File: src/rtl/dma_engine.sv
// dma_engine: moves 32-bit words between a fixed I/O address and an incrementing memory address, then raises a sticky irq.
// Ports: clk/reset (async, active-low); start, control (bit1 dir, [LEN_W+15:16] count), io_address, mem_address: transfer setup;
// abort: stop at the next granted write; irq_clr: clears irq/aborted; bus_*: request/grant master; busy/remaining/irq/aborted: status.
module dma_engine #(
  parameter int WIDTH_p = 32,
  parameter int LEN_W = 16
) (
  input  logic               clk,
  input  logic               reset,
  input  logic               start,
  input  logic [WIDTH_p-1:0] control,
  input  logic [WIDTH_p-1:0] io_address,
  input  logic [WIDTH_p-1:0] mem_address,
  input  logic               abort,
  input  logic               irq_clr,
  output logic               bus_req,
  output logic               bus_we,
  output logic [WIDTH_p-1:0] bus_addr,
  output logic [WIDTH_p-1:0] bus_wdata,
  input  logic               bus_gnt,
  input  logic               bus_rvalid,
  input  logic [WIDTH_p-1:0] bus_rdata,
  output logic               busy,
  output logic [LEN_W-1:0]   remaining,
  output logic               irq,
  output logic               aborted
);
  typedef enum logic [2:0] {IDLE, RD_REQ, RD_WAIT, WR_REQ, DONE} state_t;
  state_t state, state_d;
  logic dir, dir_d, irq_d, ab_d;
  logic [WIDTH_p-1:0] src, src_d, dst, dst_d, data, data_d, addr_d, wdata_d;
  logic [LEN_W-1:0] rem_d, cnt;
  logic unused_ok;
  assign cnt = control[LEN_W+15:16];
  assign unused_ok = ^{control[15:2], control[0]};
  always_comb begin
    state_d = state;
    dir_d = dir;
    src_d = src;
    dst_d = dst;
    data_d = data;
    rem_d = remaining;
    irq_d = irq & ~irq_clr;
    ab_d = aborted & ~irq_clr;
    case (state)
      IDLE: if (start) begin
        dir_d = control[1];
        src_d = control[1] ? mem_address : io_address;
        dst_d = control[1] ? io_address : mem_address;
        rem_d = cnt;
        state_d = cnt != '0 ? RD_REQ : DONE;
      end
      RD_REQ: state_d = bus_gnt ? RD_WAIT : RD_REQ;
      RD_WAIT: if (bus_rvalid) begin
        data_d = bus_rdata;
        state_d = WR_REQ;
      end
      WR_REQ: if (bus_gnt) begin
        rem_d = remaining - 1'b1;
        src_d = dir ? src + WIDTH_p'(4) : src;
        dst_d = dir ? dst : dst + WIDTH_p'(4);
        state_d = (rem_d == '0 || abort) ? DONE : RD_REQ;
        ab_d = (rem_d != '0 && abort) ? 1'b1 : ab_d;
      end
      DONE: begin
        irq_d = 1'b1;
        state_d = IDLE;
      end
      default: state_d = IDLE;
    endcase
  end
  // Bus outputs are registered from the next state so they are valid in the first request cycle and hold until grant.
  assign addr_d = state_d == RD_REQ ? src_d : state_d == WR_REQ ? dst_d : bus_addr;
  assign wdata_d = state_d == WR_REQ ? data_d : bus_wdata;
  always_ff @(posedge clk or negedge reset) begin
    if (!reset) begin
      state <= IDLE;
      dir <= 1'b0;
      src <= '0;
      dst <= '0;
      data <= '0;
      remaining <= '0;
      irq <= 1'b0;
      aborted <= 1'b0;
      bus_req <= 1'b0;
      bus_we <= 1'b0;
      bus_addr <= '0;
      bus_wdata <= '0;
      busy <= 1'b0;
    end else begin
      state <= state_d;
      dir <= dir_d;
      src <= src_d;
      dst <= dst_d;
      data <= data_d;
      remaining <= rem_d;
      irq <= irq_d;
      aborted <= ab_d;
      bus_req <= state_d == RD_REQ || state_d == WR_REQ;
      bus_we <= state_d == WR_REQ;
      bus_addr <= addr_d;
      bus_wdata <= wdata_d;
      busy <= state_d != IDLE;
    end
  end
endmodule
File: config.mk
export PLATFORM = sky130hd
export DESIGN_NAME = dma_engine
export DESIGN_NICKNAME = d
export VERILOG_FILES = /design/src/rtl/dma_engine.sv
export SDC_FILE = /design/constraint.sdc
export NUM_CORES = 1
export LEC_CHECK = 0
export CAP_MARGIN = 20
export CELL_PAD_IN_SITES_DETAIL_PLACEMENT = 1
export CELL_PAD_IN_SITES_GLOBAL_PLACEMENT = 1
export CORE_UTILIZATION = 42
export CTS_CLUSTER_SIZE = 30
export DETAILED_ROUTE_END_ITERATION = 8
export GPL_ROUTABILITY_DRIVEN = 0
export PLACE_DENSITY_LB_ADDON = 0.08
export SYNTH_ARGS = -nofsm -noshare
export SYNTH_HDL_FRONTEND = slang
export SYNTH_SLANG_ARGS = --single-unit
File: constraint.sdc
create_clock -name clk -period 3.7 [get_ports clk]
set_input_delay 1.11 -clock clk [delete_from_list [all_inputs] [get_ports clk]]
set_output_delay 1.11 -clock clk [all_outputs]
set_load 0.05 [all_outputs]
==> run_summary.xml, run 1 <==
<?xml version="1.0" encoding="UTF-8"?>
<metrics>
  <group name="setup_path">
    <metric name="critical_path_class" unit="">primary input to flop</metric>
    <metric name="cp-endpoint" unit="">bus_addr[7]</metric>
    <metric name="terminus_of_the_critical_flop_to_flop_path" unit="">bus_wdata[21]</metric>
    <metric name="crit_path_start" unit="">bus_gnt</metric>
    <metric name="crit_path_required_time" unit="ps">4030</metric>
    <metric name="worst-path-max-fanout" unit="">10</metric>
    <metric name="cpPeakStageDelay" unit="ps">520</metric>
    <metric name="ff2ff_path_depth" unit="">10</metric>
    <metric name="path_common_cell" unit="">buf_4</metric>
    <metric name="crit_path_start_kind" unit="">primary input</metric>
    <metric name="end_kind" unit="">flop</metric>
    <metric name="r2r_setup_slack" unit="ps">520</metric>
    <metric name="slowest_stage" unit="">clkdlybuf4s50_1</metric>
    <metric name="crit_arrival" unit="ps">3600</metric>
    <metric name="r2r_start" unit="">remaining[0]</metric>
    <metric name="crit_chain" unit="">clkdlybuf4s50_1 -&gt; buf_4 -&gt; nand2_1 -&gt; xor2_1 -&gt; or2_2 -&gt; nand3b_1 -&gt; o21ai_2 -&gt; buf_4 -&gt; a211oi_1 -&gt; a21o_1</metric>
  </group>
  <group name="grt">
    <metric name="global_route_wire_length_before_repair" unit="mm">50.45</metric>
    <metric name="grt_use_met3" unit="%">4.873</metric>
    <metric name="gr-max-usage-layer" unit="">met2</metric>
    <metric name="via_count_of_the_first_global_routing_pass" unit="">9367</metric>
    <metric name="globalRouteMet2Util" unit="%">44.00</metric>
    <metric name="grt.overflow.total" unit="">0</metric>
    <metric name="grt_util_all_layers" unit="%">26.50</metric>
    <metric name="antenna_found_initial" unit="">1</metric>
    <metric name="pin_count_of_the_biggest_net_entering_global_routing" unit="">63</metric>
    <metric name="groute.layer.met1.usage" unit="%">35.42</metric>
  </group>
  <group name="synthesis">
    <metric name="synthDistinctLibCells" unit="">76</metric>
    <metric name="asyncSetResetFlopFracSynth" unit="%">100.0</metric>
    <metric name="post_synthesis_register_bit_count" unit="">185</metric>
    <metric name="post_synth_edffs" unit="">0</metric>
    <metric name="yosysSeqAreaShare" unit="%">45.81</metric>
    <metric name="synth_area_leaders" unit="">dfrtp_1 46%, mux2i_1 6.1%, mux2_2 5.1%, mux2_4 4.3%, o21ai_0 3.7%</metric>
    <metric name="synth_top_cell_area_share" unit="%">45.81</metric>
    <metric name="synthesis.yosys.warnings" unit="">0</metric>
    <metric name="synth_top_area_cell" unit="">dfrtp_1</metric>
    <metric name="synth-main-ff-cell" unit="">dfrtp_1</metric>
    <metric name="postSynthNetCount" unit="">1148</metric>
    <metric name="synth_area_per_cell" unit="sq um">10.01</metric>
    <metric name="netlist_area" unit="sq mm">0.01010</metric>
    <metric name="postSynthCellCount" unit="">1009</metric>
  </group>
  <group name="power_and_ir_drop">
    <metric name="leakage" unit="nW">5.717</metric>
    <metric name="powerDensity" unit="mW/mm^2">976.6</metric>
    <metric name="irDropWorstVdd" unit="mV">0.4926</metric>
  </group>
  <group name="job">
    <metric name="maxCapViolCount" unit="">0</metric>
  </group>
  <group name="placement">
    <metric name="detailedPlacementHpwl" unit="mm">22.71</metric>
    <metric name="port_buffers" unit="">204</metric>
    <metric name="placement.setup.worst_slack" unit="ps">32.87</metric>
  </group>
  <group name="timing">
    <metric name="finClkSkew" unit="ps">19.99</metric>
    <metric name="rsz0062_at_grt" unit="">false</metric>
    <metric name="fin_ws" unit="ps">434.5</metric>
    <metric name="max-slew-margin-rel" unit="%">45.79</metric>
    <metric name="slew_viol_final" unit="">0</metric>
    <metric name="worst_pin_slew" unit="ps">810.6</metric>
    <metric name="maximum_clock_rate" unit="MHz">306.2</metric>
    <metric name="hold_viol" unit="">0</metric>
    <metric name="finalCritPeriodShare" unit="%">88.26</metric>
    <metric name="final-setup-viol-count" unit="">0</metric>
    <metric name="min_clock_period_post_route" unit="ps">3266</metric>
    <metric name="final_layout_setup_total_negative_slack" unit="ps">0</metric>
  </group>
  <group name="route">
    <metric name="drt_first_pass_iters" unit="">6</metric>
    <metric name="finalWirelength" unit="mm">31.84</metric>
    <metric name="dr_total_vias" unit="">8951</metric>
    <metric name="drt_first_iter_violations" unit="">497</metric>
    <metric name="drt_drc_violations_left" unit="">0</metric>
    <metric name="viasPerCell" unit="">5.775</metric>
    <metric name="detail_route.wl_per_cell" unit="um">20.54</metric>
    <metric name="final_antenna_net_count" unit="">0</metric>
  </group>
  <group name="clock_tree">
    <metric name="worst_setup_hold_path_clk_slew" unit="ps">90</metric>
    <metric name="cts_resized" unit="">0</metric>
    <metric name="tritoncts" unit="">yes</metric>
    <metric name="clock_tree.htree_level_count" unit="">4</metric>
    <metric name="number_of_hold_repair_buffers_added_at_the_cts_stage" unit="">0</metric>
    <metric name="cts_setup_buffers" unit="">0</metric>
    <metric name="clk_latency" unit="ps">450</metric>
    <metric name="cts_max_path_buffers" unit="">2</metric>
    <metric name="root_buffer" unit="">clkbuf_16</metric>
    <metric name="cts_sinks" unit="">185</metric>
    <metric name="number_of_clock_buffers_inserted_by_tritoncts" unit="">17</metric>
  </group>
  <group name="run_status">
    <metric name="outcome" unit="">complete, no violations</metric>
  </group>
  <group name="layout">
    <metric name="final_layout_size_suffix_gt1_share" unit="%">14.38</metric>
    <metric name="fillers" unit="">2624</metric>
    <metric name="multi_input_comb_area" unit="sq mm">0.005104</metric>
    <metric name="area.growth.synth_to_final" unit="%">32.39</metric>
    <metric name="sequential_cell_area" unit="sq mm">0.004629</metric>
    <metric name="nNetsFinal" unit="">1357</metric>
    <metric name="num_antenna_cells" unit="">0</metric>
  </group>
  <group name="floorplanning">
    <metric name="i_o_pins" unit="">220</metric>
    <metric name="dieWidth" unit="um">157.1</metric>
    <metric name="floorplan.die.height" unit="um">157.1</metric>
    <metric name="die-area" unit="sq mm">0.02468</metric>
    <metric name="initial_core_util" unit="%">42.92</metric>
    <metric name="row_count" unit="">56</metric>
    <metric name="core_region_area" unit="sq mm">0.02354</metric>
  </group>
  <group name="hold_path">
    <metric name="hold_class" unit="">flop to flop</metric>
  </group>
</metrics>
-- per-stage QoR --
step           util (%)  power (mW)  cell area, sq um  std cells  hold slack (ps)
4_1_cts           56.82       13.14             13380       1550            492.2
5_1_grt           56.82       13.81             13380       1550            500.1
3_3_place_gp      54.10       10.83             12740       1518            461.1
3_5_place_dp      54.10       11.07             12740       1518            464.8
6_report          56.82       13.06             13380       1550            486.8
2_1_floorplan         -       8.591             10100       1009            456.3
-- logic make-up after synthesis --
logic type,count (synthesis),share of synthesized area [%]
muxes,137,15.58
DFF,185,45.81
and+or+nand+nor,341,17.25
AOI/OAI and AO/OA,243,16.23
adders and majority gates,4,0.4953
xor gates and xnor gates,9,0.7800
buffers and inverters,90,3.851
-- registers in the layout, indices dropped and copies added, names as in the netlist --
register / count
aborted: 1
bus_addr: 32
bus_req: 1
bus_wdata: 32
bus_we: 1
busy: 1
data: 32
dir: 1
dst: 32
irq: 1
remaining: 16
src: 32
state: 3
-- cell usage after synthesis (all sizes together), types with 10 or more instances --
cell / number
a211oi: 10
a21o: 13
a21oi: 39
and3: 14
buf: 24
clkbuf: 40
dfrtp: 185
inv: 25
mux2: 75
mux2i: 62
nand2: 82
nand3: 31
nand4: 23
nor2: 88
nor2b: 10
nor3: 19
nor4: 24
o211ai: 12
o21ai: 77
o22ai: 11
o31ai: 12
-- worst max-delay path: cells and delay by family --
kind	cells	cell delay, ps
buffers and inverters	3	990
XOR/XNOR	1	290
AND/OR/NAND/NOR	3	380
AO/OA/AOI/OAI	3	800
-- layer usage --
| metal | share of wire (%) | vias up |
|---|---|---|
| met5 | 0.041 | - |
| met4 | 1.8 | 2 |
| met3 | 5.1 | 37 |
| met2 | 48 | 233 |
| met1 | 45 | 4513 |
| li1 | - | 4166 |
-- power breakdown --
group | switching, mW | total (mW) | internal [mW]
sequential | 0.835 | 3.83 | 3.00
combinational | 4.38 | 7.25 | 2.87
clock | 1.03 | 1.98 | 0.955
-- worst min path at each step --
stage / end / startpoint / depth (start not counted)
after floorplan: dst[0] / dst[0] / 2
after global placement: bus_addr[24] / bus_addr[24] / 2
after detailed placement: bus_addr[14] / bus_addr[14] / 1
after CTS: bus_addr[3] / bus_addr[3] / 2
after global routing: bus_addr[26] / bus_addr[26] / 2
final: bus_addr[5] / bus_addr[5] / 1
-- cell usage in the layout, fill, tap and decap left out, types with 10 or more instances in the layout --
master	synthesis	routed
a21oi_1	39	39
and3_1	14	14
nand4_1	23	23
nor3_1	18	17
buf_4	1	44
nand2_1	82	82
clkdlybuf4s50_1	0	202
nand3_1	31	31
mux2i_1	62	62
a21o_1	13	13
mux2_4	29	29
nor2_1	87	87
dfrtp_1	185	185
o21ai_0	75	75
a211oi_1	10	10
o22ai_1	11	11
nor4_1	22	22
o211ai_1	12	12
clkbuf_16	0	17
nor2b_1	10	10
o31ai_1	12	12
inv_1	25	25
mux2_2	46	46
-- final cells by class --
class / count / area share [%]
Clock inverter: 15 / 1.618
Timing Repair Buffer: 254 / 18.73
Tap cell: 319 / 2.984
Sequential cell: 185 / 34.61
Inverter: 26 / 0.7295
Multi-Input combinational cell: 734 / 38.15
Clock buffer: 17 / 3.180
Power figures use the tool's default switching activity.
==> run 2, diff against run 1 <==
--- a/config.mk
+++ b/config.mk
@@ -13,6 +13,7 @@
 export DETAILED_ROUTE_END_ITERATION = 8
 export GPL_ROUTABILITY_DRIVEN = 0
 export PLACE_DENSITY_LB_ADDON = 0.08
+export REMOVE_ABC_BUFFERS = 1
 export SYNTH_ARGS = -nofsm -noshare
 export SYNTH_HDL_FRONTEND = slang
 export SYNTH_SLANG_ARGS = --single-unit
==> run_summary.xml, run 2 (synthesis gave the netlist of run 1 again) <==
<?xml version="1.0" encoding="UTF-8"?>
<metrics>
  <group name="run_status">
    <metric name="outcome" unit="">complete, no violations</metric>
  </group>
  <group name="route">
    <metric name="finalWirelength" unit="mm">31.56</metric>
    <metric name="drt_first_pass_iters" unit="">5</metric>
    <metric name="drt_drc_violations_left" unit="">0</metric>
    <metric name="viasPerCell" unit="">5.750</metric>
    <metric name="final_antenna_net_count" unit="">0</metric>
    <metric name="dr_total_vias" unit="">8884</metric>
    <metric name="detail_route.wl_per_cell" unit="um">20.42</metric>
    <metric name="drt_first_iter_violations" unit="">447</metric>
  </group>
  <group name="grt">
    <metric name="gr-max-usage-layer" unit="">met2</metric>
    <metric name="grt_util_all_layers" unit="%">26.25</metric>
    <metric name="global_route_wire_length_before_repair" unit="mm">50.11</metric>
    <metric name="grt.overflow.total" unit="">0</metric>
    <metric name="groute.layer.met1.usage" unit="%">34.64</metric>
    <metric name="antenna_found_initial" unit="">1</metric>
    <metric name="pin_count_of_the_biggest_net_entering_global_routing" unit="">93</metric>
    <metric name="grt_use_met3" unit="%">5.066</metric>
    <metric name="via_count_of_the_first_global_routing_pass" unit="">9130</metric>
    <metric name="globalRouteMet2Util" unit="%">43.58</metric>
  </group>
  <group name="setup_path">
    <metric name="end_kind" unit="">flop</metric>
    <metric name="cpPeakStageDelay" unit="ps">530</metric>
    <metric name="crit_chain" unit="">inv_1 -&gt; ha_1 -&gt; nor2b_1 -&gt; o21ai_0 -&gt; a221oi_2 -&gt; a2111oi_4 -&gt; o31a_4 -&gt; nor2_4 -&gt; buf_12 -&gt; mux2_2</metric>
    <metric name="critical_path_class" unit="">flop to flop</metric>
    <metric name="crit_path_start_kind" unit="">flop</metric>
    <metric name="crit_arrival" unit="ps">3750</metric>
    <metric name="crit_path_required_time" unit="ps">4020</metric>
    <metric name="slowest_stage" unit="">nor2_4</metric>
    <metric name="worst-path-max-fanout" unit="">20</metric>
  </group>
  <group name="layout">
    <metric name="final_layout_size_suffix_gt1_share" unit="%">14.03</metric>
    <metric name="mostFrequentLayoutCell" unit="">clkdlybuf4s50_1</metric>
    <metric name="area.growth.synth_to_final" unit="%">31.82</metric>
    <metric name="final_cell_mix" unit="">202 x clkdlybuf4s50_1, 185 x dfrtp_1, 87 x nor2_1</metric>
    <metric name="nNetsFinal" unit="">1352</metric>
    <metric name="num_antenna_cells" unit="">0</metric>
    <metric name="final_cells" unit="">1545</metric>
    <metric name="fillers" unit="">2591</metric>
  </group>
  <group name="clock_tree">
    <metric name="worst_setup_hold_path_clk_slew" unit="ps">70</metric>
    <metric name="tritoncts" unit="">yes</metric>
    <metric name="cts_resized" unit="">0</metric>
    <metric name="cts_sinks" unit="">185</metric>
    <metric name="number_of_clock_buffers_inserted_by_tritoncts" unit="">17</metric>
    <metric name="clk_latency" unit="ps">440</metric>
    <metric name="clock_tree.htree_level_count" unit="">4</metric>
    <metric name="cts_max_path_buffers" unit="">2</metric>
    <metric name="number_of_hold_repair_buffers_added_at_the_cts_stage" unit="">0</metric>
    <metric name="root_buffer" unit="">clkbuf_16</metric>
    <metric name="cts_setup_buffers" unit="">0</metric>
  </group>
  <group name="floorplanning">
    <metric name="die-area" unit="sq mm">0.02468</metric>
    <metric name="dieWidth" unit="um">157.1</metric>
    <metric name="initial_core_util" unit="%">42.92</metric>
    <metric name="core_region_area" unit="sq mm">0.02354</metric>
    <metric name="i_o_pins" unit="">220</metric>
    <metric name="row_count" unit="">56</metric>
    <metric name="floorplan.die.height" unit="um">157.1</metric>
  </group>
  <group name="power_and_ir_drop">
    <metric name="irDropWorstVdd" unit="mV">0.3942</metric>
    <metric name="power_frac_seq" unit="%">29.6</metric>
    <metric name="comb_power_share" unit="%">55.8</metric>
    <metric name="net_switching_share_of_the_total_power" unit="%">47.29</metric>
    <metric name="leakage" unit="nW">5.687</metric>
    <metric name="clock_power_share" unit="%">14.5</metric>
    <metric name="p_int" unit="mW">6.795</metric>
    <metric name="p_switching" unit="mW">6.096</metric>
    <metric name="powerDensity" unit="mW/mm^2">967.8</metric>
    <metric name="report.power.total" unit="mW">12.89</metric>
  </group>
  <group name="placement">
    <metric name="place.detailed.instances" unit="">1513</metric>
    <metric name="detailedPlacementHpwl" unit="mm">22.45</metric>
    <metric name="port_buffers" unit="">204</metric>
  </group>
  <group name="timing">
    <metric name="maximum_clock_rate" unit="MHz">291.9</metric>
    <metric name="hold-worst-slack" unit="ps">484.3</metric>
    <metric name="hold_viol" unit="">0</metric>
    <metric name="worst_pin_slew" unit="ps">689.8</metric>
    <metric name="final-setup-viol-count" unit="">0</metric>
    <metric name="finalCritPeriodShare" unit="%">92.60</metric>
    <metric name="max-slew-margin-rel" unit="%">54.01</metric>
    <metric name="min_clock_period_post_route" unit="ps">3426</metric>
    <metric name="finClkSkew" unit="ps">14.36</metric>
    <metric name="rsz0062_at_grt" unit="">false</metric>
    <metric name="slew_viol_final" unit="">0</metric>
  </group>
  <group name="job">
    <metric name="maxCapViolCount" unit="">0</metric>
  </group>
  <group name="hold_path">
    <metric name="hold_class" unit="">flop to flop</metric>
  </group>
</metrics>
[run 2: cell count changes in the layout (fill, tap and decap cells not counted)]
cell and delta:
clkinv_8 +2, inv_6 -1, clkinv_4 +3, buf_4 -5, inv_8 +1, inv_12 -5
[run 2: final cells by class]
type / count / area (sq um) / area share (%)
clock inverter: 15 / 196.4 / 1.475
multi-input combinational: 734 / 5104 / 38.31
timing repair buffer: 249 / 2469 / 18.53
sequential: 185 / 4629 / 34.75
inverter: 26 / 97.59 / 0.7327
clock buffer: 17 / 425.4 / 3.194
tap: 319 / 399.1 / 2.996
[run 2: path summary, 6_finish.rpt]
kind	from	endpoint	slack, ps	cells past startpoint
max in group asynchronous	reset	bus_wdata[29]	2210	2
worst max-delay path	remaining[0]	bus_wdata[1]	270	10
min in group asynchronous	reset	remaining[6]	690	1
worst min-delay path	bus_addr[2]	bus_addr[2]	480	2
worst max register to register	remaining[0]	bus_wdata[1]	270	10
worst min register to register	bus_addr[2]	bus_addr[2]	480	2
[run 2: worst max-delay path, delay by kind of cell, from the launching register on]
family,cells,cell delay [ps]
AOI/OAI and AO/OA,4,980
and+or+nand+nor,2,920
DFF,1,460
buffers and inverters,2,370
muxes,1,360
adders and majority gates,1,220
[run 2: routing by layer]
metal  part of all wire, %  vias to the layer above  routed length [um]
met5                 0.038                        -                  12
met4                   2.1                        2                 670
met3                   5.3                       49                1667
met2                    48                      233               15010
met1                    45                     4446               14200
li1                      -                     4154                   -
[run 2: power groups by stage]
| stage | sequential [mW] | clock [mW] | combinational (mW) |
|---|---|---|---|
| after floorplan | 5.15 | 0 | 3.22 |
| after global placement | 3.77 | 0 | 7.01 |
| after detailed placement | 3.84 | 0 | 7.19 |
| after CTS | 3.82 | 1.92 | 7.24 |
| after global routing | 3.95 | 2.00 | 7.72 |
| final | 3.82 | 1.88 | 7.20 |
[run 2: metrics by stage]
| stage | worst slack (ps) | setup TNS, ps | utilization [%] | cell area, sq um |
|---|---|---|---|---|
| after floorplan | -621.3 | -37580 | - | 9813 |
| after global placement | 73.75 | 0 | 53.94 | 12700 |
| after detailed placement | 10.61 | 0 | 53.94 | 12700 |
| after CTS | 246.7 | 0 | 56.58 | 13320 |
| after global routing | 104.6 | 0 | 56.58 | 13320 |
| final | 273.9 | 0 | 56.58 | 13320 |
==> run 3, diff against run 2 <==
--- a/config.mk
+++ b/config.mk
@@ -8,6 +8,7 @@
 export CAP_MARGIN = 20
 export CELL_PAD_IN_SITES_DETAIL_PLACEMENT = 1
 export CELL_PAD_IN_SITES_GLOBAL_PLACEMENT = 1
+export CORE_MARGIN = 1.5
 export CORE_UTILIZATION = 42
 export CTS_CLUSTER_SIZE = 30
 export DETAILED_ROUTE_END_ITERATION = 8
==> run_summary.xml, run 3 (synthesis gave the netlist of run 1 again) <==
<?xml version="1.0" encoding="UTF-8"?>
<metrics>
  <group name="run_status">
    <metric name="outcome" unit="">complete, no violations</metric>
  </group>
  <group name="floorplanning">
    <metric name="row_count" unit="">56</metric>
    <metric name="dieWidth" unit="um">158.1</metric>
    <metric name="core_region_area" unit="sq mm">0.02354</metric>
    <metric name="initial_core_util" unit="%">42.92</metric>
    <metric name="i_o_pins" unit="">220</metric>
    <metric name="die-area" unit="sq mm">0.02500</metric>
    <metric name="floorplan.die.height" unit="um">158.1</metric>
  </group>
  <group name="layout">
    <metric name="nNetsFinal" unit="">1361</metric>
    <metric name="final_layout_size_suffix_gt1_share" unit="%">14.66</metric>
    <metric name="fillers" unit="">2592</metric>
    <metric name="mostFrequentLayoutCell" unit="">clkdlybuf4s50_1</metric>
    <metric name="area.growth.synth_to_final" unit="%">32.54</metric>
    <metric name="num_antenna_cells" unit="">0</metric>
    <metric name="final_cell_mix" unit="">202 x clkdlybuf4s50_1, 185 x dfrtp_1, 87 x nor2_1</metric>
  </group>
  <group name="clock_tree">
    <metric name="number_of_hold_repair_buffers_added_at_the_cts_stage" unit="">0</metric>
    <metric name="root_buffer" unit="">clkbuf_16</metric>
    <metric name="cts_max_path_buffers" unit="">2</metric>
    <metric name="cts_sinks" unit="">185</metric>
    <metric name="tritoncts" unit="">yes</metric>
    <metric name="number_of_clock_buffers_inserted_by_tritoncts" unit="">17</metric>
    <metric name="cts_resized" unit="">0</metric>
    <metric name="clock_tree.htree_level_count" unit="">4</metric>
    <metric name="worst_setup_hold_path_clk_slew" unit="ps">80</metric>
    <metric name="cts_setup_buffers" unit="">0</metric>
    <metric name="clk_latency" unit="ps">440</metric>
  </group>
  <group name="grt">
    <metric name="grt.overflow.total" unit="">0</metric>
    <metric name="antenna_found_initial" unit="">0</metric>
    <metric name="grt_util_all_layers" unit="%">26.07</metric>
    <metric name="pin_count_of_the_biggest_net_entering_global_routing" unit="">88</metric>
    <metric name="global_route_wire_length_before_repair" unit="mm">50.51</metric>
    <metric name="via_count_of_the_first_global_routing_pass" unit="">9231</metric>
  </group>
  <group name="hold_path">
    <metric name="holdCritStartpoint" unit="">bus_addr[23]</metric>
    <metric name="hold_class" unit="">flop to flop</metric>
  </group>
  <group name="timing">
    <metric name="hold_viol" unit="">0</metric>
    <metric name="hold-worst-slack" unit="ps">483.8</metric>
    <metric name="maximum_clock_rate" unit="MHz">310.0</metric>
    <metric name="fin_ws" unit="ps">473.9</metric>
    <metric name="rsz0062_at_grt" unit="">false</metric>
    <metric name="final_layout_setup_total_negative_slack" unit="ps">0</metric>
    <metric name="finClkSkew" unit="ps">16.72</metric>
    <metric name="max-slew-margin-rel" unit="%">51.56</metric>
    <metric name="slew_viol_final" unit="">0</metric>
    <metric name="min_clock_period_post_route" unit="ps">3226</metric>
    <metric name="final-setup-viol-count" unit="">0</metric>
    <metric name="finalCritPeriodShare" unit="%">87.19</metric>
    <metric name="worst_pin_slew" unit="ps">726.6</metric>
  </group>
  <group name="job">
    <metric name="maxCapViolCount" unit="">0</metric>
  </group>
  <group name="power_and_ir_drop">
    <metric name="irDropWorstVdd" unit="mV">0.5209</metric>
    <metric name="leakage" unit="nW">5.734</metric>
    <metric name="report.power.total" unit="mW">13.01</metric>
    <metric name="powerDensity" unit="mW/mm^2">971.6</metric>
  </group>
  <group name="setup_path">
    <metric name="worst-path-max-fanout" unit="">23</metric>
    <metric name="end_kind" unit="">flop</metric>
    <metric name="critical_path_class" unit="">primary input to flop</metric>
    <metric name="crit_path_required_time" unit="ps">4040</metric>
    <metric name="crit_path_start_kind" unit="">primary input</metric>
    <metric name="crit_path_start" unit="">start</metric>
    <metric name="crit_arrival" unit="ps">3560</metric>
    <metric name="r2r_start" unit="">remaining[0]</metric>
  </group>
  <group name="route">
    <metric name="final_antenna_net_count" unit="">0</metric>
    <metric name="dr_total_vias" unit="">8884</metric>
    <metric name="drt_first_pass_iters" unit="">5</metric>
    <metric name="viasPerCell" unit="">5.717</metric>
    <metric name="drt_drc_violations_left" unit="">0</metric>
    <metric name="drt_first_iter_violations" unit="">484</metric>
    <metric name="finalWirelength" unit="mm">31.80</metric>
    <metric name="detail_route.wl_per_cell" unit="um">20.46</metric>
  </group>
  <group name="placement">
    <metric name="detailedPlacementHpwl" unit="mm">22.74</metric>
    <metric name="port_buffers" unit="">204</metric>
    <metric name="placement.setup.worst_slack" unit="ps">34.78</metric>
  </group>
</metrics>
-- run 3: area by class of cell --
cell class | instances | area, sq um | share of cell area (%)
clock buffer | 17 | 425.4 | 3.176
clock inverter | 15 | 214.0 | 1.598
inverter | 26 | 97.59 | 0.7287
multi-input combinational | 734 | 5104 | 38.11
sequential | 185 | 4629 | 34.57
tap | 319 | 399.1 | 2.980
timing repair buffer | 258 | 2524 | 18.84
-- run 3: path summary, 6_finish.rpt --
kind	endpoint	slack, ps	cells after the start
worst max register to register	bus_wdata[22]	700	10
max in group asynchronous	bus_addr[19]	2160	2
worst min register to register	bus_addr[23]	480	1
worst min-delay path	bus_addr[23]	480	1
min in group asynchronous	remaining[6]	690	1
worst max-delay path	bus_addr[7]	470	8
-- run 3: per-layer routing --
| metal | GRT usage [%] | wire length [um] | up-vias |
|---|---|---|---|
| li1 | - | - | 4168 |
| met1 | 34.13 | 14130 | 4452 |
| met5 | 0 | 0 | - |
| met4 | 7.744 | 660 | 0 |
| met2 | 43.48 | 15330 | 226 |
| met3 | 5.229 | 1677 | 38 |
-- run 3: stage by stage --
step                cells  utilization [%]  cell area, sq um
CTS                  1554            56.89             13390
detailed placement   1522            54.17             12750
global route         1554            56.89             13390
finish               1554            56.89             13390
floorplan             945                -              9813
global placement     1522            54.17             12750
-- run 3: power by group --
group	total [mW]	switching [mW]	leakage (nW)	internal, mW
sequential	3.83	0.832	2.28	3.00
clock	1.96	1.00	0.308	0.959
combinational	7.22	4.34	3.15	2.87
total	13.0	6.18	5.73	6.83
-- run 3: worst max-delay path, stage by stage --
cell and delay [ps]:
clkdlybuf4s50_1 480, or4b_2 720, nand2_1 160, buf_12 180, o21ai_0 110, a221oi_1 470
a211oi_1 150, a21o_1 170
==> RTL edit, RTL diff (config.mk and constraints of run 2) <==
Encoding of `state_t`: now one-hot (5 bits for 5 states).
--- a/src/rtl/dma_engine.sv
+++ b/src/rtl/dma_engine.sv
@@ -25,7 +25,7 @@
   output logic               irq,
   output logic               aborted
 );
-  typedef enum logic [2:0] {IDLE, RD_REQ, RD_WAIT, WR_REQ, DONE} state_t;
+  typedef enum logic [4:0] {IDLE = 5'b00001, RD_REQ = 5'b00010, RD_WAIT = 5'b00100, WR_REQ = 5'b01000, DONE = 5'b10000} state_t;
   state_t state, state_d;
   logic dir, dir_d, irq_d, ab_d;
   logic [WIDTH_p-1:0] src, src_d, dst, dst_d, data, data_d, addr_d, wdata_d;
Check against the original RTL: no difference found for any inputs over 4 cycles, from zero or initial values and one cycle with reset low; so few cycles prove little.
==> RTL edit against run 2 <==
Sequential cell count grew 2; worst setup slack better by 0.075 ns; first-iteration DRC count is 5.8% higher; cell count increased by 7.0%; core utilization down 0.37 points; hold slack lost 0.0058 ns; wire length is 3.7% higher; design area decreased by 0.66%; power is 13% lower; area after synthesis hardly changed; clock skew rose by 0.00078 ns; critical endpoint is now bus_addr[21]$_DFFE_PN0P_; largest power group unchanged.
==> RTL edit: results (changes against run 2) <==
| Metric | Value |
|---|---|
| Reg-to-Reg Start | remaining[0]$_DFFE_PN0P_ |
| Post-Route WL | 32700 um (+3.7%) |
| Leakage power | 5.70 nW (+0.23%) |
| Post-Synthesis Cells | 1120 (+11%) |
| Reg2reg end | bus_addr[8]$_DFFE_PN0P_ |
| Met2 WL post-DR | 16200 um (+7.7%) |
| DR top layer | met4 |
| Hold depth | 2 (unchanged) |
| # placed instances | 1621 (+7.1%) |
| Met3 wire len | 2120 um (+27%) |
| DRT iter0 DRCs | 473 (+5.8%) |
| Relative slew slack | 43.4% (-11 points) |
| Status | completed |
| Top delay family on crit path | simple AND/OR/NAND/NOR gates |
| Worst Hold Path EP | data[29]$_DFF_PN0_ |
| Metal-1 WL | 13900 um (-1.9%) |
| Antenna violations before repair | 0 (-1) |
| Reg2reg path depth | 11 (+1) |
| Slowest CP cell | or4_1 |
| Global-route wire length before repair | 52200 um (+4.1%) |
| Worst-path fanout max | 7 (-65%) |
| Largest net degree at the start of global routing | 78 (-16%) |
| Seq/Total Area, Yosys | 46.3% (+0.47 points) |
| Largest cells by area after synthesis | dfrtp_1 46%, nor2_1 6.8%, nand2_1 6.0% |
| Worst skew pair latency | 0.45 ns |
| Synthesis Warnings | 0 (unchanged) |
| Post_cts resized | 0 (unchanged) |
| Final Skew | 0.0151 ns (+0.000781 ns) |
| Top post-synthesis cells by count | 186 x dfrtp_1, 183 x nor2_1, 161 x nand2_1, 57 x o21ai_0, 55 x mux2i_1 |
| CP max stage delay | 0.63 ns (+0.10 ns) |
| GRT Resource Usage Total | 27.1% (+0.90 points) |
| Via density | 5.72 (-0.61%) |
| R2r setup slk | 0.56 ns (+0.29 ns) |
| Max H-tree Level | 4 (unchanged) |
| Final non-filler cell total | 1653 (+7.0%) |
| Asr flop ratio synth | 100% (unchanged) |
| Peak supply drop | 0.393 mV (-0.18%) |
| Min-Delay Startpoint | data[29]$_DFF_PN0_ |
| Layout cells sized above 1 | 9.22% (-4.8 points) |
| Layout fillers | 2724 (+5.1%) |
| Number of global-route vias before repair | 9982 (+9.3%) |
| Pre-CTS setup slack | -0.0455 ns (-0.0561 ns) |
| Nets | 1460 (+8.0%) |
| DPL Wire Length | 22800 um (+1.4%) |
| Final instance area | 13200 sq um (-0.66%) |
| Count of unique library cells instantiated by Yosys | 71 (-6.6%) |
==> RTL edit: cell count changes in the layout (fill, tap and decap cells not counted), sizes merged, moves of 15 or more <==
cell and change:
nand2 +79, o21ai -20, nand3 +15, nor2 +96
a221o +33, mux2 -62, and2 +18
==> RTL edit: layer usage <==
layer  vias up  track usage, %
li1       4429               -
met1      4698            34.1
met2       278            46.9
met3        42            5.62
met4         0            7.86
met5         -               0
==> RTL edit: final cells by class <==
type / count / area, sq um / area share (%)
multi-input cells: 843 / 5000 / 37.8
flip-flops and latches: 187 / 4680 / 35.4
repair buffers: 252 / 2470 / 18.6
clock buffers: 18 / 439 / 3.32
well taps: 319 / 399 / 3.02
clock inverters: 14 / 168 / 1.27
inverters: 20 / 75.1 / 0.567
==> RTL edit: power breakdown <==
| group | internal (mW) | switching (mW) |
|---|---|---|
| Clock | 0.940 | 0.964 |
| Sequential | 3.02 | 0.875 |
| Combinational | 2.02 | 3.40 |
==> RTL edit: metrics by stage <==
stage	TNS, ns	hold WS [ns]
finish	0	0.479
global route	0	0.495
detailed placement	-0.0574	0.460
CTS	0	0.480
floorplan	-69.28	0.442
global placement	0	0.456
==> RTL edit: how the worst max path moves through the flow <==
stage               cells past startpoint               start                        to  slack, ns
floorplan                               7  state[1]$_DFF_PN0_   bus_addr[1]$_DFFE_PN0P_      -1.44
global placement                        9             bus_gnt  bus_addr[21]$_DFFE_PN0P_       0.03
detailed placement                      9             bus_gnt  bus_addr[21]$_DFFE_PN0P_      -0.05
CTS                                     9             bus_gnt  bus_addr[21]$_DFFE_PN0P_       0.40
global route                            9             bus_gnt  bus_addr[21]$_DFFE_PN0P_       0.33
finish                                  9             bus_gnt  bus_addr[21]$_DFFE_PN0P_       0.35
==> RTL edit: tightest hold or removal path, cell delays in order (launching register included) <==
cell	delay (ns)
dfrtp_1	0.32
nand2_1	0.04
nand2_1	0.08
==> RTL edit: cell families after synthesis <==
kind of cell             Yosys count  synth area share [%]
AO/OA/AOI/OAI                    233                  16.6
adder cells (fa/ha/maj)            4                 0.495
multiplexers                      68                  6.89
XOR/XNOR                          12                  1.04
buffers and inverters             90                  4.39
flip-flops                       187                  46.3
AND/OR/NAND/NOR                  526                  24.3
